**src/rtl/osu_pkg.sv**
```systemverilog
// Shared grade/state types, per-grade score constants and default timing windows
// for the hit-object judgement datapath.
package osu_pkg;

    typedef enum logic [1:0] {
        GRADE_MISS = 2'd0,
        GRADE_50   = 2'd1,
        GRADE_100  = 2'd2,
        GRADE_300  = 2'd3
    } grade_e;

    typedef enum logic [1:0] {
        ST_IDLE,
        ST_WAIT,
        ST_ACTIVE,
        ST_REPORT
    } judge_state_e;

    localparam int DEF_HIT_RADIUS = 32;
    localparam int DEF_WIN_300    = 3;
    localparam int DEF_WIN_100    = 6;
    localparam int DEF_WIN_50     = 9;

    localparam logic [23:0] SCORE_50  = 24'd50;
    localparam logic [23:0] SCORE_100 = 24'd100;
    localparam logic [23:0] SCORE_300 = 24'd300;

    function automatic logic [23:0] grade_points(input grade_e g);
        case (g)
            GRADE_300: return SCORE_300;
            GRADE_100: return SCORE_100;
            GRADE_50:  return SCORE_50;
            default:   return 24'd0;
        endcase
    endfunction

endpackage

```
**src/rtl/hit_distance.sv**
```systemverilog
// Registered circle test: squares the cursor-to-centre offsets on a click and
// compares their sum against the radius squared one cycle later.
module hit_distance
    import osu_pkg::*;
#(
    parameter int HIT_RADIUS = DEF_HIT_RADIUS
) (
    input  logic       clk,
    input  logic       rst_n,
    input  logic       vld_p0,
    input  logic [9:0] cursor_x,
    input  logic [9:0] cursor_y,
    input  logic [9:0] centre_x,
    input  logic [9:0] centre_y,
    output logic       vld_p1,
    output logic       in_p1
);
    localparam logic [21:0] R_SQ = 22'(HIT_RADIUS * HIT_RADIUS);

    logic signed [10:0] dx_p0, dy_p0;
    logic signed [21:0] sq_x_p1, sq_y_p1;
    logic        [21:0] dist_p1;

    assign dx_p0 = signed'({1'b0, cursor_x}) - signed'({1'b0, centre_x});
    assign dy_p0 = signed'({1'b0, cursor_y}) - signed'({1'b0, centre_y});

    // Stage p0 -> p1: squared offsets
    always_ff @(posedge clk or negedge rst_n) begin
        if (!rst_n) vld_p1 <= 1'b0;
        else        vld_p1 <= vld_p0;
    end

    always_ff @(posedge clk) begin
        if (vld_p0) begin
            sq_x_p1 <= 22'(dx_p0) * 22'(dx_p0);
            sq_y_p1 <= 22'(dy_p0) * 22'(dy_p0);
        end
    end

    assign dist_p1 = $unsigned(sq_x_p1) + $unsigned(sq_y_p1);
    assign in_p1   = (dist_p1 <= R_SQ);

endmodule

```
**src/rtl/hit_judge.sv**
```systemverilog
// Hit-object judgement: grades a mouse click against a frame-stamped circle.
// Define HIT_JUDGE_SCORE_EN to build the combo/score accumulators; otherwise both read zero.
module hit_judge
    import osu_pkg::*;
#(
    parameter int HIT_RADIUS = DEF_HIT_RADIUS,
    parameter int WIN_300    = DEF_WIN_300,
    parameter int WIN_100    = DEF_WIN_100,
    parameter int WIN_50     = DEF_WIN_50
) (
    input  logic        Clk,
    input  logic        reset_rtl_0,
    input  logic        vsync,
    input  logic [9:0]  CursorX,
    input  logic [9:0]  CursorY,
    input  logic        button_clicked,
    input  logic        obj_valid,
    output logic        obj_ready,
    input  logic [9:0]  obj_x,
    input  logic [9:0]  obj_y,
    input  logic [15:0] obj_time,
    output logic [15:0] frame_count,
    output logic        judge_valid,
    output logic [1:0]  judge_grade,
    output logic [9:0]  combo,
    output logic [23:0] score
);
    localparam logic        [15:0] W300 = 16'(WIN_300);
    localparam logic        [15:0] W100 = 16'(WIN_100);
    localparam logic signed [15:0] W50  = 16'(WIN_50);

    judge_state_e       state, next_state;
    logic               vsync_s1, vsync_s2, vsync_d;
    logic               btn_s1, btn_s2, btn_d;
    logic               frame_tick, click_rise;
    logic        [15:0] frame_cnt;
    logic        [9:0]  obj_x_q, obj_y_q;
    logic        [15:0] obj_time_q;
    logic signed [15:0] frame_err_p0, frame_err_p1;
    logic        [15:0] abs_err_p1;
    logic               vld_p0, vld_p1, in_p1;
    logic               load_grade;
    grade_e             grade_next, grade_q;

    function automatic grade_e grade_of(input logic [15:0] abs_err);
        if (abs_err <= W300)      return GRADE_300;
        else if (abs_err <= W100) return GRADE_100;
        else                      return GRADE_50;
    endfunction

    always_ff @(posedge Clk or negedge reset_rtl_0) begin
        if (!reset_rtl_0) begin
            {vsync_s1, vsync_s2, vsync_d} <= 3'b000;
            {btn_s1, btn_s2, btn_d}       <= 3'b000;
            frame_cnt                     <= 16'd0;
        end else begin
            {vsync_s1, vsync_s2, vsync_d} <= {vsync, vsync_s1, vsync_s2};
            {btn_s1, btn_s2, btn_d}       <= {button_clicked, btn_s1, btn_s2};
            if (frame_tick) frame_cnt <= frame_cnt + 16'd1;
        end
    end

    assign frame_tick  = vsync_s2 & ~vsync_d;
    assign click_rise  = btn_s2 & ~btn_d;
    assign frame_count = frame_cnt;

    // The descriptor is plain data; only the FSM state decides whether it is live.
    always_ff @(posedge Clk) begin
        if (state == ST_IDLE && obj_valid) begin
            obj_x_q    <= obj_x;
            obj_y_q    <= obj_y;
            obj_time_q <= obj_time;
        end
    end

    // Modular difference keeps the window compares correct across the frame wrap.
    assign frame_err_p0 = signed'(frame_cnt - obj_time_q);
    assign vld_p0       = click_rise && (state == ST_ACTIVE);

    // Stage p0 -> p1: frame error frozen at the click, before any same-cycle frame tick
    always_ff @(posedge Clk) begin
        if (vld_p0) frame_err_p1 <= frame_err_p0;
    end

    assign abs_err_p1 = frame_err_p1[15] ? $unsigned(-frame_err_p1) : $unsigned(frame_err_p1);

    hit_distance #(.HIT_RADIUS(HIT_RADIUS)) u_dist (
        .clk      (Clk),
        .rst_n    (reset_rtl_0),
        .vld_p0   (vld_p0),
        .cursor_x (CursorX),
        .cursor_y (CursorY),
        .centre_x (obj_x_q),
        .centre_y (obj_y_q),
        .vld_p1   (vld_p1),
        .in_p1    (in_p1)
    );

    always_ff @(posedge Clk or negedge reset_rtl_0) begin
        if (!reset_rtl_0) begin
            state   <= ST_IDLE;
            grade_q <= GRADE_MISS;
        end else begin
            state <= next_state;
            if (load_grade) grade_q <= grade_next;
        end
    end

    always_comb begin
        next_state = state;
        grade_next = GRADE_MISS;
        load_grade = 1'b0;
        case (state)
            ST_IDLE:   if (obj_valid) next_state = ST_WAIT;
            ST_WAIT:   if (frame_err_p0 >= -W50) next_state = ST_ACTIVE;
            ST_ACTIVE: begin
                // A click in the distance stage outranks the miss timeout.
                if (vld_p1) begin
                    if (in_p1) begin
                        next_state = ST_REPORT;
                        grade_next = grade_of(abs_err_p1);
                        load_grade = 1'b1;
                    end
                end else if (frame_err_p0 > W50) begin
                    next_state = ST_REPORT;
                    load_grade = 1'b1;
                end
            end
            ST_REPORT: next_state = ST_IDLE;
            default:   next_state = ST_IDLE;
        endcase
    end

    assign obj_ready   = (state == ST_IDLE);
    assign judge_valid = (state == ST_REPORT);
    assign judge_grade = grade_q;

`ifdef HIT_JUDGE_SCORE_EN
    function automatic logic [9:0] sat_inc_combo(input logic [9:0] c);
        return (c == 10'h3FF) ? c : c + 10'd1;
    endfunction

    function automatic logic [23:0] sat_add_score(input logic [23:0] s, input logic [23:0] p);
        logic [24:0] sum;
        sum = {1'b0, s} + {1'b0, p};
        return sum[24] ? 24'hFF_FFFF : sum[23:0];
    endfunction

    always_ff @(posedge Clk or negedge reset_rtl_0) begin
        if (!reset_rtl_0) begin
            combo <= 10'd0;
            score <= 24'd0;
        end else if (load_grade) begin
            combo <= (grade_next == GRADE_MISS) ? 10'd0 : sat_inc_combo(combo);
            score <= sat_add_score(score, grade_points(grade_next));
        end
    end
`else
    assign combo = 10'd0;
    assign score = 24'd0;
`endif

endmodule

```
**config.mk**
```make
export PLATFORM = sky130hd
export DESIGN_NAME = hit_judge
export DESIGN_NICKNAME = d
export VERILOG_FILES = /design/src/rtl/osu_pkg.sv /design/src/rtl/hit_distance.sv /design/src/rtl/hit_judge.sv
export SDC_FILE = /design/constraint.sdc
export NUM_CORES = 1
export LEC_CHECK = 0
export BUFFER_PORTS_ARGS = -buffer_cell sky130_fd_sc_hd__buf_2
export CAP_MARGIN = 20
export CORE_ASPECT_RATIO = 1.25
export CORE_MARGIN = 5
export CORE_UTILIZATION = 30
export CTS_CLUSTER_DIAMETER = 30
export CTS_CLUSTER_SIZE = 30
export DETAILED_ROUTE_END_ITERATION = 10
export GPL_ROUTABILITY_DRIVEN = 0
export PLACE_DENSITY = 0.54
export SLEW_MARGIN = 20
export SYNTH_ARGS = -nofsm -noshare
export SYNTH_HDL_FRONTEND = slang
export SYNTH_SLANG_ARGS = --single-unit
```
**constraint.sdc**
```tcl
create_clock -name Clk -period 22.4 [get_ports Clk]
set_input_delay 3.36 -clock Clk [delete_from_list [all_inputs] [get_ports Clk]]
set_output_delay 3.36 -clock Clk [all_outputs]
set_load 0.005 [all_outputs]
```
==> summary.md, run 1 <==
| Metric | Value |
|---|---|
| Max-Cap Viols | 0 |
| Nets@finish | 2193 |
| Core Rows | 94 |
| Top post-synthesis cells by area | fa_1 26%, edfxtp_1 18%, ha_1 12% |
| CTS tree | done |
| Count leader, synth | inv_1 |
| CTS sink cnt | 121 |
| Cells after synthesis | 1686 |
| Slew HR | 31.1% |
| Setup_tns | 0 ns |
| Multi-input logic area | 10700 um^2 |
| Hold Path Origin | vsync_s1$_DFF_PN0_ |
| Post_cts resized | 0 |
| Worst path depth | 28 |
| Slew Limit Fails | 0 |
| Async SR Flop Fraction | 22.3% |
| Mapped Area | 15900 um^2 |
| Initial drt markers | 473 |
| Drt wl/cell | 13.6 um |
| Clk_skew | 0.0138 ns |
| Worst slew pin tran | 1.03 ns |
| Vias in the first global route | 12.2k |
| Clock root buffer master | clkbuf_16 |
| Sequential standard cell area | 3500 um^2 |
| Top delay family on crit path | adder cells |
| Antenna fix cells | 0 |
| Post-synthesis register bit count | 121 |
| First-pass GRT wire length | 57500 um |
| Total Routing Usage GR | 12.0% |
| IO Pins | 115 |
| Crit Path Category | input pin to register |
| Die Y | 267 um |
| WP buf/inv | 8 |
| Final wirelength | 33300 um |
| Status | completed |
| Slowest-stage cell, CP | fa_1 |
| Overflow after GRT | 0 |
| Synth cell types | 77 |
| Synth Warn # | 0 |
| Cts bufs inserted | 17 |
| Hold Fails Final Rpt | 0 |
| Synth area leader | fa_1 |
| Port Buf Inserts | 80 |
| Clk slew on worst S/H paths | 0.06 ns |
| Inst Count DP | 2425 |
| Max FO, Critical Path | 12 |
| Hold path cells | 0 |
| Worst r2r src | obj_y_q[0]$_DFFE_PP_ |
| CP startpoint | CursorY[0] |
| Final period util | 46.8% |
| Die W | 216 um |
| Vias | 11.3k |
| Placed wire-length estimate | 27900 um |
| Hold WC Path Type | register to register |
| Initial Utilization | 30.3% |
| Router iterations before antenna repair | 5 |
| Cell Count, Final, Fillers Out | 2457 |
| # fillers | 5387 |
| Fin crit period | 10.49 ns |
| Fmax | 95.4 MHz |
| CP startpoint kind | input pin |
| Layout cell share with drive strength beyond 1 | 7.34% |
| Largest net degree at the start of global routing | 60 |
| Element type at the critical path end | register |
| Seq/Total Area, Yosys | 22.0% |
| Synth Flop Type | edfxtp_1 |
| Setup Viol. Count Final | 0 |
| P&R area growth vs syn | 10.3% |
| Post-route ant nets | 0 |
| Critical path arrival | 10.67 ns |
| Die area | 57800 um^2 |
| Worst skew pair latency | 0.44 ns |
| Most frequent cells after synthesis | 413 x inv_1, 205 x fa_1, 155 x ha_1 |
| DR vias/cell | 4.60 |
| Core area | 52600 um^2 |
| DRC Markers | 0 |
| Clk buf depth | 2 |
| RSZ-0062 raised after global routing | false |
| CP peak stage delay | 0.69 ns |
| Antenna violations before repair | 0 |
| Post-CTS Setup Inserts | 0 |
| Synthesized area per cell | 9.44 um^2 |
| Post-synth EDFFs | 94 |
| Critical Path RT | 22.58 ns |
| Synth top area share | 25.8% |
| Hold Buf Count CTS | 0 |
| R2R depth | 26 |
| H-tree depth | 4 |
==> stage by stage <==
| stage | worst slack (ns) | cell area (um^2) | utilization, % | hold WS, ns |
|---|---|---|---|---|
| final | 11.91 | 17500 | 33.4 | 0.347 |
| after global routing | 11.28 | 17500 | 33.4 | 0.353 |
| after CTS | 11.89 | 17500 | 33.4 | 0.348 |
| after detailed placement | 11.44 | 17000 | 32.3 | 0.335 |
| after global placement | 11.62 | 17000 | 32.3 | 0.335 |
| after floorplan | 12.21 | 16000 | - | 0.331 |
==> layout make-up <==
cell class | instances | area share (%)
clock buffers | 21 | 2.69
clock inverters | 11 | 0.542
inverters | 417 | 8.92
multi-input cells | 1134 | 60.8
flip-flops and latches | 121 | 19.9
well taps | 672 | 4.79
repair buffers | 81 | 2.32
==> registers in the layout, indices dropped and copies added (netlist names) <==
signal	count
frame_count	16
state	2
vsync_d	1
vsync_s2	1
obj_time_q	16
frame_err_p1	16
vsync_s1	1
btn_d	1
obj_x_q	10
btn_s2	1
obj_y_q	10
btn_s1	1
u_dist.vld_p1	1
judge_grade	2
u_dist.sq_x_p1	21
u_dist.sq_y_p1	21
==> placed cells by master, fill, tap and decap left out, types with 6 or more instances in the layout <==
cell type	Yosys	layout
or3_1	7	7
a21o_1	28	28
a31oi_1	13	13
nand2b_1	13	13
nor3_1	25	25
mux2i_1	8	8
nand3_1	15	15
and2_1	16	15
conb_1	1	34
ha_1	155	155
a21oi_1	55	55
nand4_1	8	8
or4_1	6	6
dfrtp_1	27	27
fa_1	205	205
edfxtp_1	94	94
nand2_1	109	109
buf_2	2	80
a211oi_1	8	8
o21a_1	9	9
nor2b_1	18	18
xnor2_1	72	72
clkbuf_16	0	18
o21ai_0	45	45
o211ai_1	13	13
o31ai_1	7	7
xor2_1	30	30
inv_1	413	413
nor2_1	133	133
and3_1	12	12
==> path summary, 6_finish.rpt <==
kind / end / slack [ns]
setup / recovery: u_dist.sq_y_p1[21]$_DFFE_PP_ / 11.91
hold / removal: vsync_s2$_DFF_PN0_ / 0.35
setup reg to reg: u_dist.sq_y_p1[21]$_DFFE_PP_ / 14.56
hold reg to reg: vsync_s2$_DFF_PN0_ / 0.35
max in group asynchronous: btn_d$_DFF_PN0_ / 19.03
min in group asynchronous: frame_count[5]$_DFFE_PN0P_ / 2.94
==> per-layer routing <==
metal  vias up  track usage, %  routed length [um]  part of all wire (%)
met5         -               0                   0                     0
met4         0            4.16                 709                   2.1
li1       5503               -                   -                     -
met3        42            1.19                 874                   2.6
met2       182            23.9               18800                    56
met1      5587            13.3               12900                    39
==> logic make-up (layout without fill, tap and decap cells) <==
family | count (synthesis) | count (layout) | synth area share [%]
compound gates | 239 | 239 | 10.4
xor+xnor | 102 | 102 | 5.61
other cells | 1 | 34 | 0.0236
buf+inv | 464 | 530 | 11.8
mux | 12 | 12 | 0.786
flops | 121 | 121 | 22.0
fa+ha+maj | 360 | 360 | 38.0
simple gates | 387 | 387 | 11.5
Power of run 1 is left out: the tool's default activity adds up to more than one toggle a clock period on the data nets, which glitch-free logic cannot reach.
==> inputs of run 2 (changes only) <==
Settings changed: ABC_AREA set to 1, PLACE_DENSITY 0.54 to 0.56.
Clock period 22.4 ns to 8.5 ns, I/O delays scaled along.
==> summary.md, run 2 <==
| Metric | Value |
|---|---|
| Commonest non-fill, non-tap cell in the layout | inv_1 |
| Cell Count, Final, Fillers Out | 2829 |
| # fillers | 5770 |
| Top post-synthesis cells by area | fa_1 25%, edfxtp_1 17%, inv_1 12% |
| Critical Path RT | 8.68 ns |
| Slew HR | 35.8% |
| Largest net degree at the start of global routing | 60 |
| Setup Viol. Count Final | 0 |
| Setup_tns | 0 ns |
| Max-Cap Viols | 0 |
| P&R area growth vs syn | 10.9% |
| CTS sink cnt | 121 |
| Most frequent cells after synthesis | 520 x inv_1, 342 x nand2_1, 205 x fa_1 |
| Hold WC Path Type | register to register |
| Inst Count DP | 2797 |
| Status | completed |
| Post-CTS Setup Inserts | 0 |
| Element type at the critical path end | register |
| IO Pins | 115 |
| Initial drt markers | 524 |
| Clock root buffer master | clkbuf_16 |
| Max FO, Critical Path | 9 |
| Total Routing Usage GR | 12.6% |
| Synth top area share | 24.8% |
| M2 GR Usage | 24.2% |
| Overflow after GRT | 0 |
| Post-route ant nets | 0 |
| Slew Limit Fails | 0 |
| Nets@finish | 2502 |
| Drt wl/cell | 12.8 um |
| First-pass GRT wire length | 62000 um |
| Biggest regs | u_dist.sq_x_p1 (21), u_dist.sq_y_p1 (21) |
| Synth area leader | fa_1 |
| Cts bufs inserted | 17 |
| Met1 Use GR | 13.8% |
| Cells after synthesis | 1984 |
| Die W | 220 um |
| Seq/Total Area, Yosys | 21.1% |
| Antenna fix cells | 0 |
| Synthesized area per cell | 8.34 um^2 |
| Mapped Area | 16500 um^2 |
| Worst slew pin tran | 0.963 ns |
| Multi-input logic area | 10900 um^2 |
| Core Rows | 96 |
| Final wirelength | 36100 um |
| Port Buf Inserts | 80 |
| Fin crit period | 7.77 ns |
| DRC Markers | 0 |
| Setup slack, reg-to-reg | 1.30 ns |
| Layout cell share with drive strength beyond 1 | 8.64% |
| CP startpoint kind | input pin |
| Top Usage Layer GRT | met2 |
| Placed wire-length estimate | 30700 um |
| Vias in the first global route | 13.4k |
| Router iterations before antenna repair | 5 |
| Count leader, synth | inv_1 |
| Synth Flop Type | edfxtp_1 |
| Antenna violations before repair | 0 |
| Hold path cells | 0 |
| R2R depth | 21 |
| H-tree depth | 4 |
| Hold Path Origin | btn_s1$_DFF_PN0_ |
| Synth cell types | 55 |
| RSZ-0062 raised after global routing | false |
| Fmax | 129 MHz |
| Clk slew on worst S/H paths | 0.06 ns |
| CTS tree | done |
| Critical R2R Capture | u_dist.sq_y_p1[17]$_DFFE_PP_ |
| Hold Buf Count CTS | 0 |
| Die Y | 273 um |
| Routing usage on met3 | 1.86% |
| Post-synth EDFFs | 94 |
| Post_cts resized | 0 |
| Clk_skew | 0.0146 ns |
| Final period util | 91.4% |
| Crit Path Category | input pin to register |
| Clk buf depth | 2 |
| Worst r2r src | obj_y_q[0]$_DFFE_PP_ |
| Hold Fails Final Rpt | 0 |
| Worst skew pair latency | 0.45 ns |
| Commonest non-fill, non-tap cells in the layout | 519 x inv_1, 342 x nand2_1, 205 x fa_1 |
| Async SR Flop Fraction | 22.3% |
| Die area | 60000 um^2 |
| DR vias/cell | 4.44 |
| Post-synthesis register bit count | 121 |
| Synth Warn # | 0 |
| Vias | 12.5k |
| Critical path arrival | 7.95 ns |
| Hold EP | btn_s2$_DFF_PN0_ |
| Initial Utilization | 30.2% |
| Sequential standard cell area | 3500 um^2 |
| Core area | 54800 um^2 |
## run 2: changes by cell type after synthesis, moves of 22 or more
cell / previous run / this run
nand2_1: 109 / 342
inv_1: 413 / 520
nand3_1: 15 / 77
nor2_1: 133 / 179
xnor2_1: 72 / 37
xor2_1: 30 / 53
a21o_1: 28 / 6
## run 2: worst max-delay path, stage by stage
cell      delay [ns]
buf_2           0.08
inv_1           0.03
ha_1            0.20
fa_1            0.40
xnor2_1         0.62
clkinv_1        0.51
nor2_1          0.37
inv_1           0.12
fa_1            0.54
inv_1           0.06
fa_1            0.51
fa_1            0.44
fa_1            0.55
inv_1           0.06
fa_1            0.52
inv_1           0.04
ha_1            0.34
a21oi_1         0.32
o211ai_1        0.15
a31oi_1         0.34
or2_2           0.20
a31oi_1         0.10
xor2_1          0.17
## run 2: how the worst max path moves through the flow
stage                from                           end  slack (ns)
3_3_place_gp   CursorY[0]  u_dist.sq_y_p1[17]$_DFFE_PP_        0.26
3_5_place_dp   CursorY[0]  u_dist.sq_y_p1[17]$_DFFE_PP_        0.28
5_1_grt        CursorY[0]  u_dist.sq_y_p1[17]$_DFFE_PP_        0.36
4_1_cts        CursorY[0]  u_dist.sq_y_p1[17]$_DFFE_PP_        0.74
6_report       CursorY[0]  u_dist.sq_y_p1[17]$_DFFE_PP_        0.73
2_1_floorplan  CursorX[0]  u_dist.sq_x_p1[20]$_DFFE_PP_        1.38
## run 2: final cells by class
class | count | area share [%]
inverter | 528 | 10.8
clock buffer | 17 | 2.32
clock inverter | 15 | 0.860
sequential | 121 | 19.1
tap | 735 | 5.02
multi-input combinational | 1327 | 59.5
timing repair buffer | 86 | 2.43
## run 2: per-stage QoR
stage          util (%)  hold slack, ns  instance area, um^2  worst slack (ns)
2_1_floorplan         -           0.331                16700              1.38
3_3_place_gp       32.4           0.340                17800             0.261
3_5_place_dp       32.4           0.336                17800             0.283
4_1_cts            33.5           0.350                18300             0.744
5_1_grt            33.5           0.356                18300             0.360
6_report           33.5           0.348                18300             0.734
## run 2: layer usage
layer,routed length (um),part of all wire (%),vias to the layer above
met2,19800,55,214
met5,0,0,-
met3,1050,2.9,66
met4,1050,2.9,0
met1,14200,39,6096
li1,-,-,6173
## run 2: kinds of logic (layout without fill, tap and decap cells)
logic type / count (synthesis) / after routing / share of synthesized area, %
DFF: 121 / 121 / 21.1
AOI/OAI and AO/OA: 154 / 154 / 5.66
and+or+nand+nor: 686 / 686 / 17.8
other: 1 / 34 / 0.0227
adders and majority gates: 360 / 360 / 36.5
xor gates and xnor gates: 93 / 93 / 5.13
buffers and inverters: 569 / 646 / 13.7
Power of run 2 is left out for the same reason.
==> inputs of run 3 (changes only) <==
Settings changed: PLACE_DENSITY 0.56 to 0.54.
Clock period 8.5 ns to 9.6 ns, I/O delays scaled along.
==> summary.md, run 3 (synthesis gave the netlist of run 2 again) <==
| Metric | Value |
|---|---|
| Commonest non-fill, non-tap cells in the layout | 519 x inv_1, 342 x nand2_1, 205 x fa_1 |
| Setup_tns | 0 ns |
| Cts bufs inserted | 17 |
| Router iterations before antenna repair | 5 |
| Port Buf Inserts | 80 |
| Worst skew pair latency | 0.46 ns |
| Sequential standard cell area | 3500 um^2 |
| Largest net degree at the start of global routing | 60 |
| Core Rows | 96 |
| Hold Buf Count CTS | 0 |
| Layout cell share with drive strength beyond 1 | 8.52% |
| Antenna fix cells | 0 |
| Critical path arrival | 8.17 ns |
| Drt wl/cell | 12.8 um |
| Clock root buffer master | clkbuf_16 |
| Commonest non-fill, non-tap cell in the layout | inv_1 |
| Core area | 54800 um^2 |
| Status | completed |
| Vias | 12.3k |
| Vias in the first global route | 12.9k |
| Post-CTS Setup Inserts | 0 |
| Fmax | 127 MHz |
| Element type at the critical path end | register |
| Clk slew on worst S/H paths | 0.06 ns |
| RSZ-0062 raised after global routing | false |
| Final wirelength | 36200 um |
| Post-route ant nets | 0 |
| Placed wire-length estimate | 30600 um |
| Final period util | 82.1% |
| Crit Path Category | input pin to register |
| Worst slew pin tran | 0.927 ns |
| P&R area growth vs syn | 10.8% |
| CTS tree | done |
| Biggest regs | u_dist.sq_x_p1 (21), u_dist.sq_y_p1 (21) |
| Die W | 220 um |
| H-tree depth | 4 |
| Critical Path RT | 9.88 ns |
| Die area | 60000 um^2 |
| Clk_skew | 0.0186 ns |
| Setup Viol. Count Final | 0 |
| Antenna violations before repair | 0 |
| Layout Utilization | 33.5% |
| Die Y | 273 um |
| Post_cts resized | 0 |
| CTS sink cnt | 121 |
| Hold WC Path Type | register to register |
| Fin area | 18300 um^2 |
| Total Routing Usage GR | 12.4% |
| Max FO, Critical Path | 9 |
| Fin crit period | 7.88 ns |
| Max-Cap Viols | 0 |
| Initial drt markers | 605 |
| Initial Utilization | 30.2% |
| Slew HR | 38.2% |
| DR vias/cell | 4.37 |
| DRC Markers | 0 |
| CP startpoint kind | input pin |
| First-pass GRT wire length | 60700 um |
| Multi-input logic area | 10900 um^2 |
| Hold Fails Final Rpt | 0 |
| Nets@finish | 2498 |
| Clk buf depth | 2 |
| IO Pins | 115 |
| # fillers | 5752 |
| Slew Limit Fails | 0 |
| Placed inst area | 17700 um^2 |
| Overflow after GRT | 0 |
==> run 3: worst paths after layout <==
kind	from	endpoint	slack, ns	cells after the start
max	CursorY[0]	u_dist.sq_y_p1[17]$_DFFE_PP_	1.72	25
min	vsync_s1$_DFF_PN0_	vsync_s2$_DFF_PN0_	0.35	0
max reg2reg	obj_y_q[0]$_DFFE_PP_	u_dist.sq_y_p1[17]$_DFFE_PP_	2.44	23
min reg2reg	vsync_s1$_DFF_PN0_	vsync_s2$_DFF_PN0_	0.35	0
max in group asynchronous	reset_rtl_0	vsync_s1$_DFF_PN0_	8.14	1
min in group asynchronous	reset_rtl_0	frame_count[1]$_DFFE_PN0P_	1.02	1
==> run 3: final cells by class <==
type,instances,share of cell area (%)
multi-input cells,1327,59.5
repair buffers,82,2.27
well taps,735,5.02
clock buffers,17,2.32
clock inverters,15,0.976
flip-flops and latches,121,19.1
inverters,528,10.8
==> run 3: per-layer routing <==
metal	GRT usage (%)	vias to the layer above	part of all wire, %
li1	-	6167	-
met1	14.1	5929	40
met2	23.6	194	54
met3	1.77	49	2.9
met4	4.22	0	2.7
met5	0	-	0
==> run 3: per-stage QoR <==
stage	worst slack (ns)	instances	hold slack, ns
6_report	1.72	2825	0.350
5_1_grt	1.37	2825	0.354
4_1_cts	1.69	2825	0.353
3_5_place_dp	1.25	2793	0.339
3_3_place_gp	1.26	2793	0.342
2_1_floorplan	2.31	2017	0.331
==> run 3: critical path: stages <==
cell      delay [ns]
buf_2           0.07
inv_1           0.03
ha_1            0.22
fa_1            0.41
xnor2_1         0.60
clkinv_1        0.54
nor2_1          0.37
inv_1           0.11
fa_1            0.54
inv_1           0.06
fa_1            0.52
fa_1            0.45
fa_1            0.54
inv_1           0.05
fa_1            0.52
inv_1           0.04
ha_1            0.34
nand2_1         0.13
nor2_1          0.18
nand2_1         0.08
o211ai_1        0.09
a31oi_1         0.11
or2_2           0.33
a31oi_1         0.17
xor2_1          0.21
Power of run 3 is left out for the same reason.
